### src/rtl/mc_cpu_pkg.sv
// Shared constants for the multi-cycle CPU: opcodes, FSM states, datapath select codes
// and the control vector produced by the decoder.
package mc_cpu_pkg;

   localparam logic [5:0] OP_ADD   = 6'b000000;
   localparam logic [5:0] OP_SUB   = 6'b000001;
   localparam logic [5:0] OP_ADDIU = 6'b000010;
   localparam logic [5:0] OP_AND   = 6'b010000;
   localparam logic [5:0] OP_ANDI  = 6'b010001;
   localparam logic [5:0] OP_ORI   = 6'b010010;
   localparam logic [5:0] OP_SLT   = 6'b100110;
   localparam logic [5:0] OP_SLTI  = 6'b100111;
   localparam logic [5:0] OP_SW    = 6'b110000;
   localparam logic [5:0] OP_LW    = 6'b110001;
   localparam logic [5:0] OP_BEQ   = 6'b110100;
   localparam logic [5:0] OP_BNE   = 6'b110101;
   localparam logic [5:0] OP_BLTZ  = 6'b110110;
   localparam logic [5:0] OP_J     = 6'b111000;
   localparam logic [5:0] OP_JR    = 6'b111001;
   localparam logic [5:0] OP_JAL   = 6'b111010;
   localparam logic [5:0] OP_HALT  = 6'b111111;

   typedef enum logic [2:0] {
      S_IF     = 3'b000,
      S_ID     = 3'b001,
      S_EXE_LS = 3'b010,
      S_MEM    = 3'b011,
      S_WB_LD  = 3'b100,
      S_EXE_BR = 3'b101,
      S_EXE_AL = 3'b110,
      S_WB_AL  = 3'b111
   } state_e;

   localparam logic [2:0] ALU_ADD = 3'b000;
   localparam logic [2:0] ALU_SUB = 3'b001;
   localparam logic [2:0] ALU_AND = 3'b010;
   localparam logic [2:0] ALU_OR  = 3'b011;
   localparam logic [2:0] ALU_SLT = 3'b100;

   localparam logic [1:0] PC_SRC_SEQ = 2'b00;
   localparam logic [1:0] PC_SRC_BR  = 2'b01;
   localparam logic [1:0] PC_SRC_REG = 2'b10;
   localparam logic [1:0] PC_SRC_JMP = 2'b11;

   localparam logic [1:0] REG_DST_RA = 2'b00;
   localparam logic [1:0] REG_DST_RT = 2'b01;
   localparam logic [1:0] REG_DST_RD = 2'b10;

   typedef struct packed {
      logic       pc_wre;
      logic [1:0] pc_src;
      logic       ir_wre;
      logic       ins_mem_rw;
      logic       reg_wre;
      logic [1:0] reg_dst;
      logic       wr_reg_d_src;
      logic       alu_src_a;
      logic       alu_src_b;
      logic       ext_sel;
      logic [2:0] alu_op;
      logic       m_rd;
      logic       m_wr;
      logic       db_data_src;
   } ctrl_t;

   // Fetch stays enabled during reset so the first instruction is read from PC=0.
   localparam ctrl_t CTRL_RESET = '{
      pc_wre: 1'b0, pc_src: PC_SRC_SEQ, ir_wre: 1'b1, ins_mem_rw: 1'b1,
      reg_wre: 1'b0, reg_dst: REG_DST_RA, wr_reg_d_src: 1'b0, alu_src_a: 1'b0,
      alu_src_b: 1'b0, ext_sel: 1'b0, alu_op: ALU_ADD, m_rd: 1'b0, m_wr: 1'b0,
      db_data_src: 1'b0
   };

   function automatic logic is_alu_op(input logic [5:0] op);
      return op inside {OP_ADD, OP_SUB, OP_ADDIU, OP_AND, OP_ANDI, OP_ORI, OP_SLT, OP_SLTI};
   endfunction

   function automatic logic is_mem_op(input logic [5:0] op);
      return op inside {OP_SW, OP_LW};
   endfunction

   function automatic logic is_branch_op(input logic [5:0] op);
      return op inside {OP_BEQ, OP_BNE, OP_BLTZ};
   endfunction

endpackage

### src/rtl/mc_ctrl_decode.sv
// Combinational decode of (next_state, opcode, zero, sign) into the control vector
// that the top level registers alongside the state.
module mc_ctrl_decode
   import mc_cpu_pkg::*;
#(
   parameter int OPW = 6
) (
   input  state_e         next_state,
   input  logic [OPW-1:0] opcode,
   input  logic           zero,
   input  logic           sign,
   output ctrl_t          ctrl_d
);

   logic in_instr;

   always_comb begin
      // NOTE: every field gets a default first so no path through the decode infers a latch.
      ctrl_d   = '0;
      in_instr = !(next_state inside {S_IF, S_ID});

      // Entering IF means the previous instruction is done: advance PC and fetch.
      if (next_state == S_IF) begin
         ctrl_d.pc_wre     = 1'b1;
         ctrl_d.ir_wre     = 1'b1;
         ctrl_d.ins_mem_rw = 1'b1;
         case (opcode)
            OP_BEQ:        if (zero)  ctrl_d.pc_src = PC_SRC_BR;
            OP_BNE:        if (!zero) ctrl_d.pc_src = PC_SRC_BR;
            OP_BLTZ:       if (sign)  ctrl_d.pc_src = PC_SRC_BR;
            OP_JR:         ctrl_d.pc_src = PC_SRC_REG;
            OP_J, OP_JAL:  ctrl_d.pc_src = PC_SRC_JMP;
            default:       ctrl_d.pc_src = PC_SRC_SEQ;
         endcase
      end

      if (in_instr) begin
         case (opcode)
            OP_ADD:   begin ctrl_d.alu_op = ALU_ADD; ctrl_d.reg_dst = REG_DST_RD; end
            OP_SUB:   begin ctrl_d.alu_op = ALU_SUB; ctrl_d.reg_dst = REG_DST_RD; end
            OP_AND:   begin ctrl_d.alu_op = ALU_AND; ctrl_d.reg_dst = REG_DST_RD; end
            OP_SLT:   begin ctrl_d.alu_op = ALU_SLT; ctrl_d.reg_dst = REG_DST_RD; end
            OP_ADDIU: begin
               ctrl_d.alu_op = ALU_ADD; ctrl_d.alu_src_b = 1'b1;
               ctrl_d.ext_sel = 1'b1;  ctrl_d.reg_dst = REG_DST_RT;
            end
            OP_ANDI:  begin
               ctrl_d.alu_op = ALU_AND; ctrl_d.alu_src_b = 1'b1; ctrl_d.reg_dst = REG_DST_RT;
            end
            OP_ORI:   begin
               ctrl_d.alu_op = ALU_OR; ctrl_d.alu_src_b = 1'b1; ctrl_d.reg_dst = REG_DST_RT;
            end
            OP_SLTI:  begin
               ctrl_d.alu_op = ALU_SLT; ctrl_d.alu_src_b = 1'b1;
               ctrl_d.ext_sel = 1'b1;  ctrl_d.reg_dst = REG_DST_RT;
            end
            OP_SW:    begin
               ctrl_d.alu_op = ALU_ADD; ctrl_d.alu_src_b = 1'b1; ctrl_d.ext_sel = 1'b1;
            end
            OP_LW:    begin
               ctrl_d.alu_op = ALU_ADD; ctrl_d.alu_src_b = 1'b1; ctrl_d.ext_sel = 1'b1;
               ctrl_d.reg_dst = REG_DST_RT; ctrl_d.db_data_src = 1'b1;
            end
            OP_BEQ, OP_BNE, OP_BLTZ: begin
               ctrl_d.alu_op = ALU_SUB; ctrl_d.ext_sel = 1'b1;
            end
            default: ;
         endcase
      end

      ctrl_d.reg_wre      = (next_state inside {S_WB_AL, S_WB_LD}) ||
                            ((next_state == S_ID) && (opcode == OP_JAL));
      ctrl_d.wr_reg_d_src = next_state inside {S_WB_AL, S_WB_LD};
      ctrl_d.m_rd         = (next_state == S_MEM) && (opcode == OP_LW);
      ctrl_d.m_wr         = (next_state == S_MEM) && (opcode == OP_SW);
   end

endmodule

### src/rtl/mc_control_unit.sv
// Multi-cycle control FSM with registered datapath controls.
// Optional performance counters are enabled with `define MC_CTRL_PERF_CNT_EN.
module mc_control_unit
   import mc_cpu_pkg::*;
#(
   parameter int OPW    = 6,
   parameter int ALUOPW = 3
) (
   input  logic              clk,
   input  logic              Reset,
   input  logic [OPW-1:0]    opcode,
   input  logic              zero,
   input  logic              sign,
   output logic              PCWre,
   output logic [1:0]        PCSrc,
   output logic              IRWre,
   output logic              InsMemRW,
   output logic              RegWre,
   output logic [1:0]        RegDst,
   output logic              WrRegDSrc,
   output logic              ALUSrcA,
   output logic              ALUSrcB,
   output logic              ExtSel,
   output logic [ALUOPW-1:0] ALUOp,
   output logic              mRD,
   output logic              mWR,
   output logic              DBDataSrc,
   output logic [2:0]        state
`ifdef MC_CTRL_PERF_CNT_EN
   ,
   output logic [31:0]       cycle_cnt,
   output logic [31:0]       instr_cnt
`endif
);

   state_e state_q, state_d;
   ctrl_t  ctrl_q, ctrl_d;

   always_comb begin
      state_d = S_IF;
      case (state_q)
         S_IF:     state_d = S_ID;
         S_ID: begin
            if (opcode == OP_HALT)         state_d = S_ID;
            else if (is_alu_op(opcode))    state_d = S_EXE_AL;
            else if (is_mem_op(opcode))    state_d = S_EXE_LS;
            else if (is_branch_op(opcode)) state_d = S_EXE_BR;
            else                           state_d = S_IF;
         end
         S_EXE_AL: state_d = S_WB_AL;
         S_WB_AL:  state_d = S_IF;
         S_EXE_LS: state_d = S_MEM;
         S_MEM:    state_d = (opcode == OP_LW) ? S_WB_LD : S_IF;
         S_WB_LD:  state_d = S_IF;
         S_EXE_BR: state_d = S_IF;
         default:  state_d = S_IF;
      endcase
   end

   mc_ctrl_decode #(.OPW(OPW)) u_decode (
      .next_state (state_d),
      .opcode     (opcode),
      .zero       (zero),
      .sign       (sign),
      .ctrl_d     (ctrl_d)
   );

   // Controls load on the same edge as the state so PCWre never glitches.
   always_ff @(posedge clk or negedge Reset) begin
      if (!Reset) begin
         state_q <= S_IF;
         ctrl_q  <= CTRL_RESET;
      end else begin
         // NOTE: non-blocking so state and controls all update from pre-edge values.
         state_q <= state_d;
         ctrl_q  <= ctrl_d;
      end
   end

   assign PCWre     = ctrl_q.pc_wre;
   assign PCSrc     = ctrl_q.pc_src;
   assign IRWre     = ctrl_q.ir_wre;
   assign InsMemRW  = ctrl_q.ins_mem_rw;
   assign RegWre    = ctrl_q.reg_wre;
   assign RegDst    = ctrl_q.reg_dst;
   assign WrRegDSrc = ctrl_q.wr_reg_d_src;
   assign ALUSrcA   = ctrl_q.alu_src_a;
   assign ALUSrcB   = ctrl_q.alu_src_b;
   assign ExtSel    = ctrl_q.ext_sel;
   assign ALUOp     = ctrl_q.alu_op;
   assign mRD       = ctrl_q.m_rd;
   assign mWR       = ctrl_q.m_wr;
   assign DBDataSrc = ctrl_q.db_data_src;
   assign state     = state_q;

`ifdef MC_CTRL_PERF_CNT_EN
   logic [31:0] cycle_cnt_q, instr_cnt_q;
   logic        halted;

   assign halted = (state_q == S_ID) && (opcode == OP_HALT);

   // instr_cnt counts with the PCWre pulse it accompanies, so it includes the current one.
   always_ff @(posedge clk or negedge Reset) begin
      if (!Reset) begin
         cycle_cnt_q <= '0;
         instr_cnt_q <= '0;
      end else begin
         if (!halted)       cycle_cnt_q <= cycle_cnt_q + 32'd1;
         if (ctrl_d.pc_wre) instr_cnt_q <= instr_cnt_q + 32'd1;
      end
   end

   assign cycle_cnt = cycle_cnt_q;
   assign instr_cnt = instr_cnt_q;
`endif

endmodule

### config.mk
export PLATFORM = sky130hd
export DESIGN_NAME = mc_control_unit
export DESIGN_NICKNAME = d
export VERILOG_FILES = /design/src/rtl/mc_cpu_pkg.sv /design/src/rtl/mc_ctrl_decode.sv /design/src/rtl/mc_control_unit.sv
export SDC_FILE = /design/constraint.sdc
export NUM_CORES = 1
export LEC_CHECK = 0
export BUFFER_PORTS_ARGS = -buffer_cell sky130_fd_sc_hd__buf_2
export CORE_MARGIN = 8
export CORE_UTILIZATION = 40
export DETAILED_ROUTE_END_ITERATION = 7
export HOLD_SLACK_MARGIN = 0.15
export SYNTH_ARGS = -nofsm -noshare
export SYNTH_HDL_FRONTEND = slang
export SYNTH_SLANG_ARGS = --single-unit
### constraint.sdc
create_clock -name clk -period 1.9 [get_ports clk]
set_input_delay 0.19 -clock clk [delete_from_list [all_inputs] [get_ports clk]]
set_output_delay 0.19 -clock clk [all_outputs]
set_load 0.01 [all_outputs]
== Yosys cells after proc, flatten, opt, wreduce, memory -nomap -nowiden ==
Cells that the tools add are included.
Storage, ports and cells
  output and inout port bits: 21
  register bits after elaboration: 20
  logic and storage cells: 81
Cells by class
  reductions and logical operators: 21
  eq/ne operators: 27
  multiplexer cells: 19
Operator list (count)
  $eq A6 B6 Y1 const B: 11
  $eq A3 B3 Y1 const B: 6
  $eq A6 B5 Y1 const B: 3
  $pmux W3 S6: 1
  $mux W3: 5
  $pmux W3 S4: 1
  $mux W5: 2
  $pmux W2 S5: 1
  $eq A3 B2 Y1 const B: 3
  $reduce_bool A8 Y1: 1
  $reduce_or A4 Y1: 2
  $mux W1: 7
  $reduce_or A7 Y1: 1
  $eq A3 B1 Y1 const B: 2
  $eq A6 B1 Y1 const B: 1
  $eq A6 B2 Y1 const B: 1
  $logic_not A3 Y1: 2
  $logic_not A6 Y1: 1
  $reduce_bool A2 Y1: 3
  $reduce_or A2 Y1: 3
  $reduce_or A6 Y1: 1
  $reduce_or A5 Y1: 1
  $pmux W2 S2: 1
  $logic_and A1 B1 Y1: 3
  4 further kinds: 4

== Logic depth before layout (Yosys ltp) ==
Gate-level depths: netlist of the first run.
  depth in word-level cells: 10
  gate-level depth with buffers: 7

== Modules after synthesis ==
From an unflattened synthesis of the first run, not the netlist that was laid out.
Unflattened totals
  cells, all modules: 110
  area total of the unflattened synthesis: 1081.0 um^2
Modules (own cells, without submodules)
  mc_control_unit: cells an instance 43, times used 1, area each 683.2 um^2
  mc_ctrl_decode: cells an instance 67, times used 1, area each 397.9 um^2

== Worst setup path after synthesis of the first run ==
No wires, ideal clock.
  path type: reg2reg
  start point: register state_q[2] (netlist: state[2])
  end point: register ctrl_q (netlist bit ALUOp[0])
  setup slack: 410 ps
  arrival time: 1404 ps
  library setup time: 86 ps
  cell stages (with the launch flop): 6
  path buffers: 0
  cells stage by stage: dfrtp_1 > and2b_1 > nand3_2 > o32ai_4 > nor2_4 > nor3_1
RTL lines
  start: declaration: RTL line mc_control_unit.sv:36  | state_e state_q, state_d;
  start signal: assignment: RTL line mc_control_unit.sv:75  | state_q <= state_d;
  end signal: assignment: RTL line mc_control_unit.sv:76  | ctrl_q <= ctrl_d;
  end: declaration: RTL line mc_control_unit.sv:37  | ctrl_t ctrl_q, ctrl_d;

==> results of run 1 <==
[cells by family (layout without fill, tap and decap cells)]
kind of cell,count (synthesis),count (layout)
and+or+nand+nor,50,50
buffers and inverters,14,38
AOI/OAI and AO/OA,19,19
other,1,1
xor gates and xnor gates,2,2
DFF,19,19
[power groups by stage]
stage | Combinational, mW | Sequential, mW | Clock (mW)
finish | 0.359 | 0.505 | 0.189
global route | 0.393 | 0.516 | 0.215
CTS | 0.364 | 0.506 | 0.196
detailed placement | 0.362 | 0.515 | 0
global placement | 0.359 | 0.512 | 0
floorplan | 0.239 | 0.534 | 0
[final cells by class]
class	instances	area, µm²
timing repair buffer	30	155
clock buffer	4	26.3
inverter	4	15.0
sequential	19	477
multi-input combinational	72	470
fill	250	1300
tap	30	37.5
[worst paths after layout]
check	cells after the start	endpoint	start	slack, ps
worst max-delay path	5	ALUSrcB$_DFF_PN0_	state[2]$_DFF_PN0_	260
worst min-delay path	3	ALUOp[1]$_DFF_PN0_	opcode[4]	210
worst max register to register	5	ALUSrcB$_DFF_PN0_	state[2]$_DFF_PN0_	260
worst min register to register	1	mRD$_DFF_PN0_	state[2]$_DFF_PN0_	530
max in group asynchronous	2	InsMemRW$_DFF_PN1_	Reset	1240
min in group asynchronous	2	ALUOp[0]$_DFF_PN0_	Reset	350
[cells in the mapped netlist (all sizes together)]
cell    number  share of area, %
o21ai        3               2.5
or3          1               1.1
a32oi        2               1.7
nand4b       1              0.85
nand3        5               2.9
buf          9               6.8
xnor2        2               1.7
dfstp        1               2.5
inv          4               1.4
a211oi       1              0.72
or2          2               1.2
nor2        12               5.1
o32ai        2               3.5
nand2        7               2.5
nand4        1              0.60
and2         2               1.3
nand3b       1              0.72
nor3        12               6.8
nand2b       1              0.60
a41oi        1               1.6
a31oi        3               1.8
a21boi       1              0.72
dfrtp       18                43
and2b        2               1.4
clkbuf       1              0.36
o211a        1              0.97
nor2b        3               1.8
conb         1              0.36
a21oi        4               1.9
o32a         1              0.97
[state kept, by name, summed over array words and instances, names as in the netlist]
register   flops
RegDst         2
RegWre         1
mRD            1
PCSrc          2
ExtSel         1
WrRegDSrc      1
mWR            1
PCWre          1
ALUOp          3
InsMemRW       1
state          3
DBDataSrc      1
ALUSrcB        1
[critical path: cells and delay by family, from the launching register on]
kind / cells / cell delay (ps)
simple gates: 4 / 710
flops: 1 / 430
compound gates: 1 / 400
[layout by cell type (no fill, tap or decap), drive strengths merged]
cell,n
buf,29
dfrtp,18
nor2,12
nor3,12
nand2,7
nand3,5
inv,4
a21oi,4
clkbuf,4
nor2b,3
a31oi,3
o21ai,3
and2b,2
or2,2
xnor2,2
a32oi,2
and2,2
o32ai,2
dfstp,1
a41oi,1
nand4,1
or3,1
nand4b,1
o211a,1
nand2b,1
a21boi,1
o32a,1
nand3b,1
a211oi,1
conb,1
dlygate4sd3,1
[metal layers]
metal | global-route usage, % | up-vias
met1 | 13.5 | 390
li1 | - | 411
met2 | 14.5 | 54
met5 | 0 | -
met3 | 2.68 | 9
met4 | 7.05 | 0
[what timing repair did]
| action | in CTS | in global routing |
|---|---|---|
| setup buffers | 0 | 0 |
| endpoints found under the hold margin | 19 | 0 |
| hold buffers | 1 | 0 |
[through the flow]
step,setup slack [ps],hold WS (ps),instance area (µm²),cells,power [mW]
after global routing,112,205,1180,159,1.12
after global placement,352,129,1140,154,0.871
after detailed placement,308,138,1140,154,0.877
final,262,207,1180,159,1.05
after CTS,284,195,1180,159,1.07
after floorplan,410,-106,1040,105,0.772
==> out/qor.csv, run 1 <==
metric;value;unit
status;complete, no violations;
synth_top_family_by_area;simple AND/OR/NAND/NOR gates;
synth_seq_area_share;46.0;%
setup_viol_count_final;0;
p_comb_share;34.1;%
tns;0;ps
h-tree-depth;1;
power_switching;0.375;mW
post_synth_xor_area_fraction;1.69;%
cts-root-buf;clkbuf_4;
startpoint_type;flop;
num_antenna_cells;0;
top_layer_used;met4;
cts_tree;built;
drive_above_1_share;34.1;%
nets;140;
grt_first_pass_wirelength;3620;µm
hpwl;1740;µm
slowest_stage;dfrtp_1;
globalRouteTotalUtil;10.3;%
power_density;892;nW/µm²
maxSlewViolCount;0;
p_int;0.678;mW
dieArea;4470;µm²
io-pin-count;31;
cp.required;2100;ps
leakage;0.558;nW
wirelength;2200;µm
critPathKind;flop to flop;
synthMuxAreaShare;0;%
cts_buffers;3;
dr_wl_met2;885;µm
grt_start_max_net_pins;20;
fin_util;47.7;%
cap_violations;0;
vias;864;
grt_overflow_total;0;
drc;0;
rsz0062_at_grt;false;
cp.arrival;1840;ps
cts_sinks;19;
synth_compound_area_share;16.4;%
drt_iter0_markers;41;
wl_per_cell;13.8;µm
wl_met1;994;µm
ys_ff_latch;19;
synthSimpleGateAreaFrac;26.9;%
rows;18;
synth_fa_ha_area_share;0;%
insertion_delay;290;ps
fin_crit_sh;86.2;%
avgSynthCellArea;9.87;µm²
met3_length;242;µm
ys.warnings.count;0;
fmax;0.611;GHz
grt_pass1_vias;800;
max_stage_delay;430;ps
antenna_found_initial;0;
power_frac_clock;17.9;%
gp_congestion;0.868;
die_w;66.9;µm
viasPerCell;5.43;
layout_min_cycle_time;1640;ps
die_y;66.9;µm
path_max_fanout;8;
area_growth;14.0;%
crit_chain;and2b_1 -> nand3_2 -> o32ai_4 -> nor2_4 -> nor3_1;
cp-end-kind;flop;
start_util;41.8;%
syn_inst;105;
core_area;2480;µm²
syn_nets;115;
pwr-share-seq;48.0;%
clkTransAtPathRegs;90;ps
swShare;35.6;%
first_pass_iters;4;
port_buffers;29;
peakVddDrop;0.516;mV
cts_resized;0;
hold_viol;0;
drtAntennaViolNets;0;
ys_types;38;
hold_class;primary input to flop;
mappedNetlistArea;1040;µm²
cts_max_path_buffers;2;
clock_skew;2.94;ps
(Power assumes the default switching activity.)
==> run 2, diff against run 1 <==
--- a/config.mk
+++ b/config.mk
@@ -10,6 +10,8 @@
 export CORE_UTILIZATION = 40
 export DETAILED_ROUTE_END_ITERATION = 7
 export HOLD_SLACK_MARGIN = 0.15
+export PLACE_DENSITY = 0.75
+export SETUP_SLACK_MARGIN = 0.5
 export SYNTH_ARGS = -nofsm -noshare
 export SYNTH_HDL_FRONTEND = slang
 export SYNTH_SLANG_ARGS = --single-unit
==> run 2 against run 1 <==
Against the previous run:
- worst hold slack improved by 27 ps
- power increased by 10%
- highest routed layer unchanged
- largest power group unchanged
- sequential share of layout area decreased by 3.4 points
- largest cell class is now multi-input gates
==> out/qor.csv, run 2 (synthesis gave the netlist of run 1 again) <==
metric;value;unit;change
hold_viol;0;;unchanged
vias;859;;was 864
post-place-ws;374;ps;was 308 ps
hpwl;1760;µm;was 1740 µm
clkTransAtPathRegs;90;ps;about the same
p_comb_share;41.5;%;was 34.1%
setup_viol_count_final;0;;unchanged
die_w;66.9;µm;unchanged
cp-end-kind;flop;;unchanged
first_pass_iters;4;;unchanged
setup_ws;417;ps;was 262 ps
power_switching;0.424;mW;was 0.375 mW
peakVddDrop;0.662;mV;was 0.516 mV
start_util;41.8;%;unchanged
leakage;0.597;nW;was 0.558 nW
die_y;66.9;µm;unchanged
met3_length;209;µm;was 242 µm
dr_wl_met2;1100;µm;was 885 µm
num_antenna_cells;0;;unchanged
grt_pass1_vias;853;;was 800
wl_per_cell;13.7;µm;was 13.8 µm
io-pin-count;31;;unchanged
dieArea;4470;µm²;unchanged
gp_congestion;0.807;;was 0.868
final_common_cell;buf_2;;unchanged
hold_class;primary input to flop;;unchanged
fin_crit_sh;78.0;%;was 86.2%
n_fill_cell;237;;was 250
tns;0;ps;unchanged
power;1.16;mW;was 1.05 mW
status;complete, no violations;;unchanged
h-tree-depth;1;;unchanged
power_density;899;nW/µm²;was 892 nW/µm²
critPathKind;flop to flop;;unchanged
antenna_found_initial;0;;unchanged
drive_above_1_share;44.9;%;was 34.1%
power_frac_clock;16.0;%;was 17.9%
cts_sinks;19;;unchanged
fin_util;52.2;%;was 47.7%
area_growth;24.8;%;was 14.0%
p_int;0.738;mW;was 0.678 mW
viasPerCell;5.17;;was 5.43
drc;0;;unchanged
cts_max_path_buffers;2;;unchanged
dpl_cell_area;1140;µm²;unchanged
insertion_delay;280;ps;was 290 ps
wl_met1;893;µm;was 994 µm
pwr-share-seq;42.5;%;was 48.0%
drt_iter0_markers;15;;was 41
path_max_fanout;8;;unchanged
maxSlewViolCount;0;;unchanged
grt_first_pass_wirelength;3760;µm;was 3620 µm
fmax;0.674;GHz;was 0.611 GHz
core_area;2480;µm²;unchanged
cts_buffers;3;;unchanged
cp.arrival;1640;ps;was 1840 ps
top_layer_used;met4;;unchanged
globalRouteTotalUtil;10.5;%;was 10.3%
port_buffers;29;;unchanged
swShare;36.5;%;was 35.6%
cts_tree;built;;unchanged
cap_violations;0;;unchanged
grt_start_max_net_pins;20;;unchanged
finalInstanceArea;1290;µm²;was 1180 µm²
rsz0062_at_grt;true;;was false
wirelength;2270;µm;was 2200 µm
cts-root-buf;clkbuf_4;;unchanged
nets;147;;was 140
rows;18;;unchanged
clock_skew;5.00;ps;was 2.94 ps
layout_common_cells;buf_2, dfrtp_1, nor2_1, nor3_2;;was buf_2, dfrtp_1, nor2_1, nor3_1, nand2_1
drtAntennaViolNets;0;;unchanged
cp.required;2060;ps;was 2100 ps
startpoint_type;flop;;unchanged
layout_min_cycle_time;1480;ps;was 1640 ps
grt_overflow_total;0;;unchanged
-- run 2: changes by cell type in the layout (fill, tap and decap cells not counted), sizes merged --
cell / previous run / this run
buf: 29 / 36
-- run 2: power groups by stage --
stage | clock network (mW) | registers [mW] | logic, mW
final | 0.186 | 0.494 | 0.482
after global routing | 0.209 | 0.502 | 0.519
after CTS | 0.191 | 0.492 | 0.436
after detailed placement | 0 | 0.511 | 0.365
after global placement | 0 | 0.508 | 0.358
after floorplan | 0 | 0.534 | 0.239
-- run 2: final cells by class --
class	count	area, µm²	area share [%]
repair buffers	37	208	16.1
well taps	30	37.5	2.90
inverters	4	15.0	1.16
clock buffers	4	26.3	2.03
flip-flops and latches	19	478	37.0
multi-input cells	72	528	40.9
-- run 2: worst paths after layout --
path	start	endpoint	slack, ps	depth (start not counted)
min in group asynchronous	Reset	PCSrc[1]$_DFF_PN0_	360	2
max in group asynchronous	Reset	InsMemRW$_DFF_PN1_	1230	2
setup / recovery	state[2]$_DFF_PN0_	ALUOp[2]$_DFF_PN0_	420	6
hold reg to reg	state[2]$_DFF_PN0_	mRD$_DFF_PN0_	680	3
setup reg to reg	state[2]$_DFF_PN0_	ALUOp[2]$_DFF_PN0_	420	6
hold / removal	opcode[5]	PCSrc[0]$_DFF_PN0_	230	3
-- run 2: layer usage --
metal | vias up | GRT usage, %
li1 | 426 | -
met1 | 391 | 11.9
met2 | 36 | 17.1
met3 | 6 | 2.18
met4 | 0 | 7.83
met5 | - | 0
-- run 2: timing repair --
action	in CTS	in global routing
setup buffers	6	1
resized for setup	4	9
pin swaps	3	4
hold buffers	1	0
setup endpoints to repair	11	12
endpoints found under the hold margin	19	0
-- run 2: metrics by stage --
step,cells,hold WS [ps]
final,166,234
after detailed placement,154,136
after floorplan,105,-106
after global routing,166,231
after global placement,154,127
after CTS,165,212
-- run 2: critical path: stages (launching register included) --
cell and delay, ps:
dfrtp_1 420, buf_4 150, nor2b_4 120, a41oi_4 200, o32ai_4 150, nor2_4 250, nor3_1 80
==> run 3, diff against run 2 <==
--- a/config.mk
+++ b/config.mk
@@ -5,12 +5,14 @@
 export SDC_FILE = /design/constraint.sdc
 export NUM_CORES = 1
 export LEC_CHECK = 0
+export ABC_AREA = 1
 export BUFFER_PORTS_ARGS = -buffer_cell sky130_fd_sc_hd__buf_2
+export CORE_ASPECT_RATIO = 2
 export CORE_MARGIN = 8
 export CORE_UTILIZATION = 40
 export DETAILED_ROUTE_END_ITERATION = 7
 export HOLD_SLACK_MARGIN = 0.15
-export PLACE_DENSITY = 0.75
+export PLACE_DENSITY = 0.74
 export SETUP_SLACK_MARGIN = 0.5
 export SYNTH_ARGS = -nofsm -noshare
 export SYNTH_HDL_FRONTEND = slang
==> constraint.sdc (replaced) <==
create_clock -name clk -period 1.4 [get_ports clk]
set_input_delay 0.14 -clock clk [delete_from_list [all_inputs] [get_ports clk]]
set_output_delay 0.14 -clock clk [all_outputs]
set_load 0.01 [all_outputs]
==> run 3 against run 2 <==
Against the previous run:
- core utilization up 6.8 points
- power up 58%
- via count up 16%
- routed wire length up 15%
- largest cell class unchanged
==> out/qor.csv, run 3 <==
metric;value;unit;change
grt_overflow_total;0;;unchanged
rr_startpoint;state[1]$_DFF_PN0_;;was state[2]$_DFF_PN0_
cp.required;1530;ps;was 2060 ps
synth_top_area_share;42.0;%;was 43.5%
finalInstanceArea;1500;µm²;was 1290 µm²
drive_above_1_share;55.5;%;was 44.9%
min-delay-start;opcode[3];;was opcode[5]
grt_pass1_vias;994;;was 853
io-pin-count;31;;unchanged
ys_top_cells_by_area;dfrtp_1, inv_1, nor2_2;;was dfrtp_1, nor3_1, nor2_1
hold_class;primary input to flop;;unchanged
leakage;0.783;nW;was 0.597 nW
globalRouteTotalUtil;11.3;%;was 10.5%
insertion_delay;250;ps;was 280 ps
path_max_fanout;8;;unchanged
post_synth_xor_area_fraction;0;%;was 1.69%
synth_fa_ha_area_share;0;%;unchanged
multi_input_area;556;µm²;was 528 µm²
dieArea;4690;µm²;was 4470 µm²
cts_max_path_buffers;2;;unchanged
critPathKind;flop to flop;;unchanged
fmax;0.786;GHz;was 0.674 GHz
synthSimpleGateAreaFrac;40.1;%;was 26.9%
cp-end-kind;flop;;unchanged
layout_common_cells;buf_2, inv_1, dfrtp_1, buf_4, nor2_2;;was buf_2, dfrtp_1, nor2_1, nor3_2
clock_skew;3.79;ps;was 5.00 ps
cts_buffers;3;;unchanged
status;complete, no violations;;unchanged
power_density;1230;nW/µm²;was 899 nW/µm²
synth_commonest_cells;dfrtp_1, inv_1, nand2_1, nor2_1, nor2_2;;was dfrtp_1, nor2_1, nor3_1, nand2_1, buf_4
hpwl;2070;µm;was 1760 µm
area_growth;39.4;%;was 24.8%
wl_per_cell;12.9;µm;was 13.7 µm
avgSynthCellArea;8.51;µm²;was 9.87 µm²
setup_viol_count_final;0;;unchanged
synth_seq_area_share;44.5;%;was 46.0%
synthArstFlopShare;100;%;unchanged
h-tree-depth;1;;unchanged
grt_first_pass_wirelength;4200;µm;was 3760 µm
first_pass_iters;4;;unchanged
rrSetupSlack;130;ps;was 420 ps
peakVddDrop;0.673;mV;was 0.662 mV
synth_compound_area_share;5.95;%;was 16.4%
drt_iter0_markers;13;;was 15
grt_start_max_net_pins;20;;unchanged
start_util;42.3;%;was 41.8%
hold_viol;0;;unchanged
startpoint_type;flop;;unchanged
fin_crit_sh;90.9;%;was 78.0%
ys_types;25;;was 38
synthFlopType;dfrtp_1;;unchanged
cts-root-buf;clkbuf_8;;was clkbuf_4
mappedNetlistArea;1070;µm²;was 1040 µm²
nets;184;;was 147
ys_ff_latch;19;;unchanged
cap_violations;0;;unchanged
core_area;2540;µm²;was 2480 µm²
seq_area;480;µm²;was 478 µm²
hold_ws;226;ps;was 234 ps
num_antenna_cells;0;;unchanged
synth_edf_count;0;;unchanged
vias;994;;was 859
yosysTopAreaCell;dfrtp_1;;unchanged
hold_depth;3;;unchanged
drc;0;;unchanged
whs_endpoint;PCSrc[1]$_DFF_PN0_;;was PCSrc[0]$_DFF_PN0_
synthMuxAreaShare;0;%;unchanged
maxSlewViolCount;0;;unchanged
rows;26;;was 18
drtAntennaViolNets;0;;unchanged
dpl_cell_area;1280;µm²;was 1140 µm²
cts_sinks;19;;unchanged
synth_top_family_by_area;simple AND/OR/NAND/NOR gates;;unchanged
port_buffers;29;;unchanged
worstReg2RegEnd;ALUOp[0]$_DFF_PN0_;;was ALUOp[2]$_DFF_PN0_
layout_min_cycle_time;1270;ps;was 1480 ps
cts_tree;built;;unchanged
reg2regPathDepth;8;;was 6
gp_congestion;0.880;;was 0.807
viasPerCell;4.95;;was 5.17
die_w;52.6;µm;was 66.9 µm
die_y;89.2;µm;was 66.9 µm
syn_inst;126;;was 105
fin_util;58.9;%;was 52.2%
wirelength;2600;µm;was 2270 µm
n_fill_cell;219;;was 237
cp.arrival;1410;ps;was 1640 ps
antenna_found_initial;0;;unchanged
rsz0062_at_grt;true;;unchanged
ys.warnings.count;0;;unchanged
final_common_cell;buf_2;;unchanged
syn_nets;136;;was 115
clkTransAtPathRegs;60;ps;was 90 ps
run 3: cell types whose count changed in the layout (fill, tap and decap cells not counted), sizes merged, moves of 7 or more:
cell,delta
inv,+18
nor2,+17
nand2,+14
buf,+8
nor3,-8
nand3,+7
run 3: worst max-delay path by stage:
stage / start / end / slack (ps) / cells past startpoint
floorplan: state[1]$_DFF_PN0_ / mRD$_DFF_PN0_ / 240 / 6
global placement: opcode[1] / DBDataSrc$_DFF_PN0_ / -90 / 11
detailed placement: opcode[1] / ALUOp[2]$_DFF_PN0_ / -90 / 11
CTS: state[1]$_DFF_PN0_ / RegWre$_DFF_PN0_ / 150 / 6
global route: state[1]$_DFF_PN0_ / ALUOp[1]$_DFF_PN0_ / 70 / 8
finish: state[1]$_DFF_PN0_ / ALUOp[0]$_DFF_PN0_ / 130 / 8
run 3: cell type report:
class | count | share of cell area (%)
repair buffers | 45 | 19.8
inverters | 22 | 5.52
multi-input cells | 83 | 37.2
flip-flops and latches | 19 | 32.1
well taps | 28 | 2.34
clock buffers | 4 | 3.01
run 3: cells by family after synthesis:
family / after synthesis
AOI/OAI and AO/OA: 11
buffers and inverters: 24
DFF: 19
other: 1
and+or+nand+nor: 71
run 3: timing repair:
| item | CTS | global route |
|---|---|---|
| pin swaps | 4 | 3 |
| setup buffers | 6 | 5 |
| hold buffers | 1 | 0 |
| gates resized for setup | 10 | 8 |
| endpoints found under the hold margin | 19 | 0 |
| setup endpoints to repair | 24 | 30 |
run 3: worst max-delay path, stage by stage, from the launching register on:
cell     delay, ps
dfrtp_2        460
inv_2           90
nor2_4          40
nand2_2         60
nand2_2         60
inv_2           80
nand2_4         90
nor2_8         220
nor2_4          50
run 3: power by group:
group / leakage [nW] / total, mW / switching, mW / internal, mW
combinational: 0.508 / 0.759 / 0.444 / 0.315
clock: 0.0228 / 0.357 / 0.155 / 0.201
sequential: 0.252 / 0.717 / 0.0780 / 0.639
run 3: metal layers:
layer | part of all wire, % | wire length, µm | track usage, % | up-vias
li1 | - | - | - | 492
met3 | 6.0 | 157 | 0.833 | 4
met5 | 0 | 0 | 0 | -
met4 | 2.2 | 58 | 6.87 | 0
met1 | 34 | 878 | 10.4 | 464
met2 | 58 | 1510 | 22.3 | 34
run 3: stage by stage:
step	cells	setup WS [ps]	setup TNS [ps]	total power, mW
2_1_floorplan	126	243	0	1.13
3_3_place_gp	185	-92.0	-718	1.28
3_5_place_dp	185	-93.6	-830	1.31
4_1_cts	196	147	0	1.78
5_1_grt	201	71.1	0	1.93
6_report	201	128	0	1.83
